==> config.mk <==
export PLATFORM = sky130hd
export DESIGN_NAME = memory_stage
export DESIGN_NICKNAME = d
export VERILOG_FILES = /design/src/rtl/memory_pkg.sv /design/src/rtl/memory_register.sv /design/src/rtl/memory_stage.sv
export SDC_FILE = /design/constraint.sdc
export NUM_CORES = 1
export LEC_CHECK = 0
export CAP_MARGIN = 20
export CORE_UTILIZATION = 44
export CTS_BUF_LIST = sky130_fd_sc_hd__clkbuf_4
export CTS_CLUSTER_DIAMETER = 200
export DETAILED_ROUTE_END_ITERATION = 6
export MAX_ROUTING_LAYER = met4
export PLACE_DENSITY = 0.8
export SYNTH_ARGS = -nofsm -noshare
export SYNTH_HDL_FRONTEND = slang
export SYNTH_SLANG_ARGS = --single-unit
==> constraint.sdc <==
create_clock -name clk -period 2.02 [get_ports clk]
set_input_delay 0.303 -clock clk [delete_from_list [all_inputs] [get_ports clk]]
set_output_delay 0.303 -clock clk [all_outputs]
set_load 0.05 [all_outputs]
==> src/rtl/memory_pkg.sv <==
// memory_pkg: shared result-select codes and FSM state type for the memory stage
package memory_pkg;
  localparam logic [1:0] RESULT_ALU = 2'b00;
  localparam logic [1:0] RESULT_MEM = 2'b01;
  localparam logic [1:0] RESULT_PC4 = 2'b10;
  typedef enum logic {IDLE, WAIT} state_t;
endpackage

==> src/rtl/memory_register.sv <==
// memory_register: M/W pipeline register; a bubble clears the write and fault flags and holds the rest
module memory_register (
  input  logic        clk,
  input  logic        reset,
  input  logic        i_bubble,
  input  logic        i_reg_write,
  input  logic        i_fault,
  input  logic [4:0]  i_rd,
  input  logic [1:0]  i_result_src,
  input  logic [31:0] i_alu_result,
  input  logic [31:0] i_pc_plus4,
  input  logic        i_rd_en,
  input  logic [31:0] i_read_data,
  output logic        o_reg_write,
  output logic [4:0]  o_rd,
  output logic [1:0]  o_result_src,
  output logic [31:0] o_alu_result,
  output logic [31:0] o_read_data,
  output logic [31:0] o_pc_plus4,
  output logic        o_mem_fault
);
  logic        r_reg_write;
  logic        r_fault;
  logic [4:0]  r_rd;
  logic [1:0]  r_result_src;
  logic [31:0] r_alu_result;
  logic [31:0] r_read_data;
  logic [31:0] r_pc_plus4;

  always_ff @(posedge clk) begin
    if (!reset) begin
      r_reg_write  <= 1'b0;
      r_fault      <= 1'b0;
      r_rd         <= '0;
      r_result_src <= '0;
      r_alu_result <= '0;
      r_read_data  <= '0;
      r_pc_plus4   <= '0;
    end else if (i_bubble) begin
      r_reg_write <= 1'b0;
      r_fault     <= 1'b0;
    end else begin
      r_reg_write  <= i_reg_write & ~i_fault;
      r_fault      <= i_fault;
      r_rd         <= i_rd;
      r_result_src <= i_result_src;
      r_alu_result <= i_alu_result;
      r_pc_plus4   <= i_pc_plus4;
      if (i_rd_en) r_read_data <= i_read_data;
    end
  end

  assign o_reg_write  = r_reg_write;
  assign o_rd         = r_rd;
  assign o_result_src = r_result_src;
  assign o_alu_result = r_alu_result;
  assign o_read_data  = r_read_data;
  assign o_pc_plus4   = r_pc_plus4;
  assign o_mem_fault  = r_fault;
endmodule

==> src/rtl/memory_stage.sv <==
// memory_stage: issues data-memory accesses over valid/ack, stalls while outstanding,
// aborts misaligned or timed-out accesses as faults, and owns the M/W register.
module memory_stage import memory_pkg::*; #(
  parameter int          TIMEOUT    = 16,
  parameter logic [31:0] FAULT_DATA = 32'h0000_0000
) (
  input  logic        clk,
  input  logic        reset,
  input  logic        RegWriteM,
  input  logic        MemWriteM,
  input  logic [4:0]  RdM,
  input  logic [1:0]  ResultSrcM,
  input  logic [31:0] ALUResultM,
  input  logic [31:0] WriteDataM,
  input  logic [31:0] PCPlus4M,
  output logic        dmem_req,
  output logic        dmem_we,
  output logic [31:0] dmem_addr,
  output logic [31:0] dmem_wdata,
  input  logic        dmem_ack,
  input  logic [31:0] dmem_rdata,
  output logic        StallM,
  output logic        RegWriteW,
  output logic [4:0]  RdW,
  output logic [1:0]  ResultSrcW,
  output logic [31:0] ALUResultW,
  output logic [31:0] ReadDataW,
  output logic [31:0] PCPlus4W,
  output logic [31:0] ResultW,
  output logic        MemFaultW
);
  localparam int CW = $clog2(TIMEOUT + 1);

  state_t          r_state;
  state_t          w_next;
  logic [CW-1:0]   r_cnt;
  logic [31:0]     r_addr;
  logic [31:0]     r_wdata;
  logic            r_we;
  logic            w_idle;
  logic            w_acc;
  logic            w_mis;
  logic            w_go;
  logic            w_ack;
  logic            w_to;
  logic            w_fault;
  logic            w_rd_en;

  assign w_idle = (r_state == IDLE);
  assign w_acc  = MemWriteM | (ResultSrcM == RESULT_MEM);
  assign w_mis  = w_acc & (ALUResultM[1:0] != 2'b00);
  assign w_go   = w_idle & w_acc & ~w_mis;

  // WAIT drives from the latch so the bus stays frozen even if M inputs wiggle
  assign dmem_req   = w_go | ~w_idle;
  assign dmem_we    = w_idle ? MemWriteM  : r_we;
  assign dmem_addr  = w_idle ? ALUResultM : r_addr;
  assign dmem_wdata = w_idle ? WriteDataM : r_wdata;

  assign w_ack   = dmem_ack & dmem_req;
  // the IDLE issue cycle plus TIMEOUT-1 WAIT cycles give TIMEOUT request cycles
  assign w_to    = ~w_idle & ~dmem_ack & (r_cnt == CW'(TIMEOUT - 2));
  assign w_fault = (w_idle & w_mis) | w_to;
  assign StallM  = (w_go & ~dmem_ack) | (~w_idle & ~dmem_ack & ~w_to);
  assign w_rd_en = (w_ack & ~dmem_we) | (w_fault & ~MemWriteM);

  always_comb begin
    w_next = r_state;
    w_next = w_idle ? ((w_go & ~dmem_ack) ? WAIT : IDLE) : ((dmem_ack | w_to) ? IDLE : WAIT);
  end

  always_ff @(posedge clk) begin
    if (!reset) begin
      r_state <= IDLE;
      r_cnt   <= '0;
      r_addr  <= '0;
      r_wdata <= '0;
      r_we    <= 1'b0;
    end else begin
      r_state <= w_next;
      if (w_idle && w_go) begin
        r_cnt   <= '0;
        r_addr  <= ALUResultM;
        r_wdata <= WriteDataM;
        r_we    <= MemWriteM;
      end else if (!w_idle) begin
        r_cnt <= r_cnt + 1'b1;
      end
    end
  end

  memory_register u_mw (
    .clk          (clk),
    .reset        (reset),
    .i_bubble     (StallM),
    .i_reg_write  (RegWriteM),
    .i_fault      (w_fault),
    .i_rd         (RdM),
    .i_result_src (ResultSrcM),
    .i_alu_result (ALUResultM),
    .i_pc_plus4   (PCPlus4M),
    .i_rd_en      (w_rd_en),
    .i_read_data  (w_ack ? dmem_rdata : FAULT_DATA),
    .o_reg_write  (RegWriteW),
    .o_rd         (RdW),
    .o_result_src (ResultSrcW),
    .o_alu_result (ALUResultW),
    .o_read_data  (ReadDataW),
    .o_pc_plus4   (PCPlus4W),
    .o_mem_fault  (MemFaultW)
  );

  always_comb begin
    ResultW = '0;
    ResultW = (ResultSrcW == RESULT_ALU) ? ALUResultW :
              (ResultSrcW == RESULT_MEM) ? ReadDataW :
              (ResultSrcW == RESULT_PC4) ? PCPlus4W : 32'h0;
  end
endmodule
Word level (Yosys, flattened, before mapping). Cells that the tools add are included.

Word-level logic and storage cells: 60. Output and inout port bits: 204. Flip-flop bits (word level): 176. Input port bits: 140.

Reductions and logical operators: 6. Add/subtract/negate cells: 1. Bitwise logic cells: 27. Equality and inequality tests: 4. Muxes and demuxes: 10.

Operators with widths (number): 2-to-1 mux 32 bit (6); AND 1 bit (12); NOT 1 bit (9); bitwise OR 1 bit (6); adder 5 x 1 -> 5 bit (second input constant) (1); == test 5 x 4 -> 1 bit (second input constant) (1); == test 2 x 1 -> 1 bit (second input constant) (2); 2-to-1 mux 1 bit (4); OR reduction 2 bit (2); == test 2 bit (second input constant) (1); zero test 2 bit (1); AND reduction 2 bit (1); nonzero test 2 bit (1); logical AND 1 bit (1).

Depth between registers and ports, before layout. Gate-level depths: netlist of run 1.

Depth in word-level cells: 10. Mapped depth: 8. Gate-level depth less buffers: 6.

By module. A second synthesis of run 1 with hierarchy kept.

Cells, all modules: 908. Area total of the unflattened synthesis: 8654.6 sq um.

Modules (own cells, without submodules): memory_stage (cells an instance 535, times used 1, area an instance 4558.1 sq um, sequential area each 1421.4 sq um); memory_register (cells an instance 373, times used 1, area an instance 4096.4 sq um, sequential area each 2102.0 sq um).

Least setup slack after synthesis of run 1. No wires, ideal clock.

Kind: reg2out. Start: reg u_mw.r_result_src[0], in the netlist u_mw.o_result_src[0]. End: out ResultW[0]. Stages on the path, launching flop included: 5. Arrival: 2.685 ns. Path buffers: 2. Slack: -0.968 ns. Path through: dfxtp_1 clkbuf_1 clkbuf_1 mux2i_1 o21ai_0.

Longest elaborated chain between the ends: 4. Elaborated cells between the ends (all ways): 6. Those cells by class: 2 x eq/ne; 3 x mux; 1 x reduce/logical.

RTL lines: start: declaration (line memory_register.sv:25) `logic [1:0] r_result_src;`; start signal: assignment (line memory_register.sv:46) `r_result_src <= i_result_src;`; == test 2 bit (line memory_stage.sv:117) `(ResultSrcW == RESULT_PC4) ? PCPlus4W : 32'h0;`; 2-to-1 mux 32 bit (line memory_stage.sv:117); 2-to-1 mux 32 bit (line memory_stage.sv:116) `(ResultSrcW == RESULT_MEM) ? ReadDataW :`; 2-to-1 mux 32 bit * (line memory_stage.sv:115) `ResultW = (ResultSrcW == RESULT_ALU) ? ALUResultW :`; end: declaration (line memory_stage.sv:29) `output logic [31:0] ResultW,`.

Every way passes the cells marked *; elsewhere a longest branch is shown, timed or not.

Final worst setup path of run 1.
Start: reg r_state. End: out StallM.

Longest elaborated chain between the ends: 5. Elaborated cells between the ends (all ways): 9. Those cells by class: 9 x bitwise.

RTL lines: start: declaration (line memory_stage.sv:34) `state_t r_state;`; start signal: assignment (line memory_stage.sv:80) `r_state <= w_next;`; NOT 1 bit or AND 1 bit (tied branches) (line memory_stage.sv:49, memory_stage.sv:62, memory_stage.sv:64); AND 1 bit (on tied branches) (line memory_stage.sv:52, memory_stage.sv:62); AND 1 bit or NOT 1 bit (tied branches) (line memory_stage.sv:52, memory_stage.sv:64); AND 1 bit (line memory_stage.sv:64) `assign StallM = (w_go & ~dmem_ack) | (~w_idle & ~dmem_ack & ~w_to);`; bitwise OR 1 bit * (line memory_stage.sv:64); end: declaration (line memory_stage.sv:22) `output logic StallM,`.

Marked as above.

==> results.md, run 1 <==
* Final wirelength at 31450 um
* Reg area at 3536 um2
* Largest net degree at the start of global routing at 137
* Remaining DRCs at 0
* Peak Freq at 470.4 MHz
* Input/output buffers at 343
* Sw Pwr at 0.003109 W
* Average wire per standard cell at 21.17 um
* Clk root buf: clkbuf_4
* Nets@finish at 1389
* Final WS setup at -105.8 ps
* Leakage at 5.625 nW
* Crit start category: flip-flop
* Core ar. at 17420 um2
* Starting DRT DRC Count at 722
* Die area at 18450 um2
* Hold Slack at 266.5 ps
* Register area share after synthesis at 44.72%
* Syn Std Cell Area at 7879 um2
* RD Place Congestion at 0.8723
* CTS sink cnt at 176
* First-pass GRT wire length at 44460 um
* FP Rows at 48
* Via count at 8603
* Yosys warnings at 0
* Number of synthesized register bits at 176
* Max-cap viol count at 0
* Slew @ Worst Pin at 707.4 ps
* Endpoint class of the critical path: output port
* Fill count at 1159
* CTS tree: yes
* Status: finished, violations left
* Clock Skews at 23.53 ps
* Switch share at 34.85%
* Internal power at 0.005812 W
* Die width at 135.8 um
* Initial Util at 45.24%
* Initial DRT Pass Iterations at 5
* Congestion Overflow GR at 0
* Asr flop ratio synth at 0%
* Clock power share at 25.7%
* Num CTS Buffers at 17
* Post-CTS Hold Fix Bufs at 0
* Post-synth top cells: 176 x dfxtp_1, 161 x nand2_1, 135 x a21oi_1
* Type of the worst min-delay path: in2reg
* Cell taking the most area after synthesis: dfxtp_1
* Height of the die at 135.8 um
* Final ANT Viol Nets at 0
* DP HPWL at 20070 um
* Vias per cell at 5.789
* Top-area cell type share of the netlist area at 44.72%
* Average size of a mapped cell at 8.668 um2
* Reg clk slew, reported paths at 160 ps
* Pwr/cell area at 656.8 nW/um2
* Area of the multi-input gates at 4836 um2
* EDFF count, synth at 0
* Failing checks: setup timing
* Fin. Hold Viols at 0
* Critical Path RT at 1720 ps
* Critical path class: reg2out
* Post-Syn Instances at 909
* Crit path max fanout at 6
* RSZ-0062 raised after global routing: yes
* Logic pwr share at 31.9%
* Dominant cell by count in the synthesized netlist: dfxtp_1
* Number of antenna violations at the first check in global routing at 1
* Area grow syn2layout at 72.40%
* Max-slew violations at 0
* Synth cell types at 39
* Number of global-route vias before repair at 8114
* Worst EP arrival at 1820 ps
* Fin crit share at 105.2%
* Ys flop type: dfxtp_1
* Max Root-Sink Buffers at 2
* H-Tree Depth at 4
* Rel. slew slack at 52.84%
* Syn nets at 1051
* Share of cells above drive strength 1 at 28.81%
* Setup TNS at -2957 ps
* Seq pwr share at 42.4%
* Total track usage at 32.51%
* # IOs at 344
* Clock Latency Late Sink at 580 ps
* Final setup vio count at 88
* Synth area leaders: dfxtp_1 45%, mux2_2 9.1%, a21oi_1 8.6%
* Final min period at 2126 ps
* Peak VDD IR at 0.0004596 V
==> registers in the layout, indices dropped and copies added (netlist names) <==
| name | flops |
|---|---|
| r_addr | 32 |
| r_cnt | 5 |
| r_state | 1 |
| r_wdata | 32 |
| r_we | 1 |
| u_mw.o_alu_result | 32 |
| u_mw.o_mem_fault | 1 |
| u_mw.o_pc_plus4 | 32 |
| u_mw.o_rd | 5 |
| u_mw.o_read_data | 32 |
| u_mw.o_reg_write | 1 |
| u_mw.o_result_src | 2 |
==> layer usage <==
metal  global-route usage, %  vias up  routed length [um]
li1                        -     3939                   -
met1                   38.77     4161               12090
met2                   52.13      432               15620
met3                   7.681       71                2579
met4                   14.17        0                1160
met5                       -        -                   0
==> per-stage QoR <==
step	total power [W]	std cells	utilization (%)	area (um2)	setup WS (ps)
after global placement	0.006390	1426	69.86	12170	-59.94
after detailed placement	0.006424	1426	69.86	12170	-98.42
final	0.008922	1486	77.99	13580	-105.8
after CTS	0.008763	1470	74.57	12990	-162.7
after floorplan	0.005329	909	-	8215	68.71
after global routing	0.009217	1486	77.99	13580	-204.0
==> logic make-up after synthesis <==
kind of cell               synth area share [%]
AOI/OAI and AO/OA                         22.20
muxes                                     13.40
DFF                                       44.72
xor gates and xnor gates                 0.4447
and+or+nand+nor                           13.74
adders and majority gates                0.3176
buffers and inverters                     5.177
==> cells in the final DEF (no fill, tap or decap), types with 4 or more instances in the layout <==
| cell type | synthesis | routed |
|---|---|---|
| dlygate4sd2_1 | 0 | 103 |
| nand2_2 | 0 | 11 |
| o21ai_2 | 0 | 4 |
| bufinv_16 | 0 | 4 |
| nand2_1 | 161 | 140 |
| buf_12 | 0 | 47 |
| o21ai_4 | 0 | 29 |
| clkdlybuf4s50_1 | 0 | 139 |
| a22o_1 | 32 | 32 |
| o211ai_1 | 71 | 71 |
| nor2_1 | 8 | 7 |
| mux2_2 | 64 | 28 |
| mux2i_2 | 0 | 12 |
| nand2_4 | 0 | 10 |
| mux2i_4 | 0 | 14 |
| dfxtp_1 | 176 | 172 |
| inv_6 | 0 | 4 |
| mux2i_1 | 32 | 6 |
| buf_6 | 2 | 75 |
| a21oi_1 | 135 | 134 |
| mux2_4 | 1 | 37 |
| buf_8 | 0 | 8 |
| buf_4 | 4 | 34 |
| nand3_1 | 70 | 69 |
| clkbuf_4 | 0 | 19 |
==> critical path: stages (launching register included) <==
cell and delay (ps):
dfxtp_4 380, buf_8 140, nor4_2 260, buf_4 160, o21ai_4 80, nand2_4 90
buf_12 140
==> final cells by class <==
| type | instances | area share, % |
|---|---|---|
| multi-input cells | 637 | 35.60 |
| repair buffers | 411 | 33.75 |
| flip-flops and latches | 176 | 26.03 |
| well taps | 225 | 2.073 |
| clock inverters | 13 | 1.345 |
| clock buffers | 19 | 1.050 |
| inverters | 4 | 0.1290 |
| diodes | 1 | 0.01842 |
==> power by group through the flow <==
stage / registers [W] / logic, W / clock network, W
4_1_cts: 0.00377 / 0.00269 / 0.00231
5_1_grt: 0.00380 / 0.00295 / 0.00247
6_report: 0.00378 / 0.00285 / 0.00229
3_3_place_gp: 0.00383 / 0.00256 / 0
3_5_place_dp: 0.00383 / 0.00259 / 0
2_1_floorplan: 0.00416 / 0.00116 / 0
==> timing repair <==
action	4_1_cts	5_1_grt
cloned	3	4
setup buffers	9	14
resized for setup	231	97
setup endpoints to repair	194	98
pin swaps	9	3
==> path summary, 6_finish.rpt <==
check	from	endpoint	slack [ps]	cells after the start
hold / removal	PCPlus4M[27]	u_mw.o_pc_plus4[27]	270	3
setup / recovery	r_state	StallM	-110	6
hold reg to reg	r_addr[2]	r_addr[2]	460	2
setup reg to reg	r_state	u_mw.o_read_data[9]	40	7
(Power assumes the default switching activity.)
==> run 2: changes to the inputs <==
--- a/config.mk
+++ b/config.mk
@@ -9,6 +9,7 @@
 export CORE_UTILIZATION = 44
 export CTS_BUF_LIST = sky130_fd_sc_hd__clkbuf_4
 export CTS_CLUSTER_DIAMETER = 200
+export CTS_CLUSTER_SIZE = 10
 export DETAILED_ROUTE_END_ITERATION = 6
 export MAX_ROUTING_LAYER = met4
 export PLACE_DENSITY = 0.8
==> results of run 2 <==
Same layout as run 1: the final DEF is identical, and so are final timing and power.
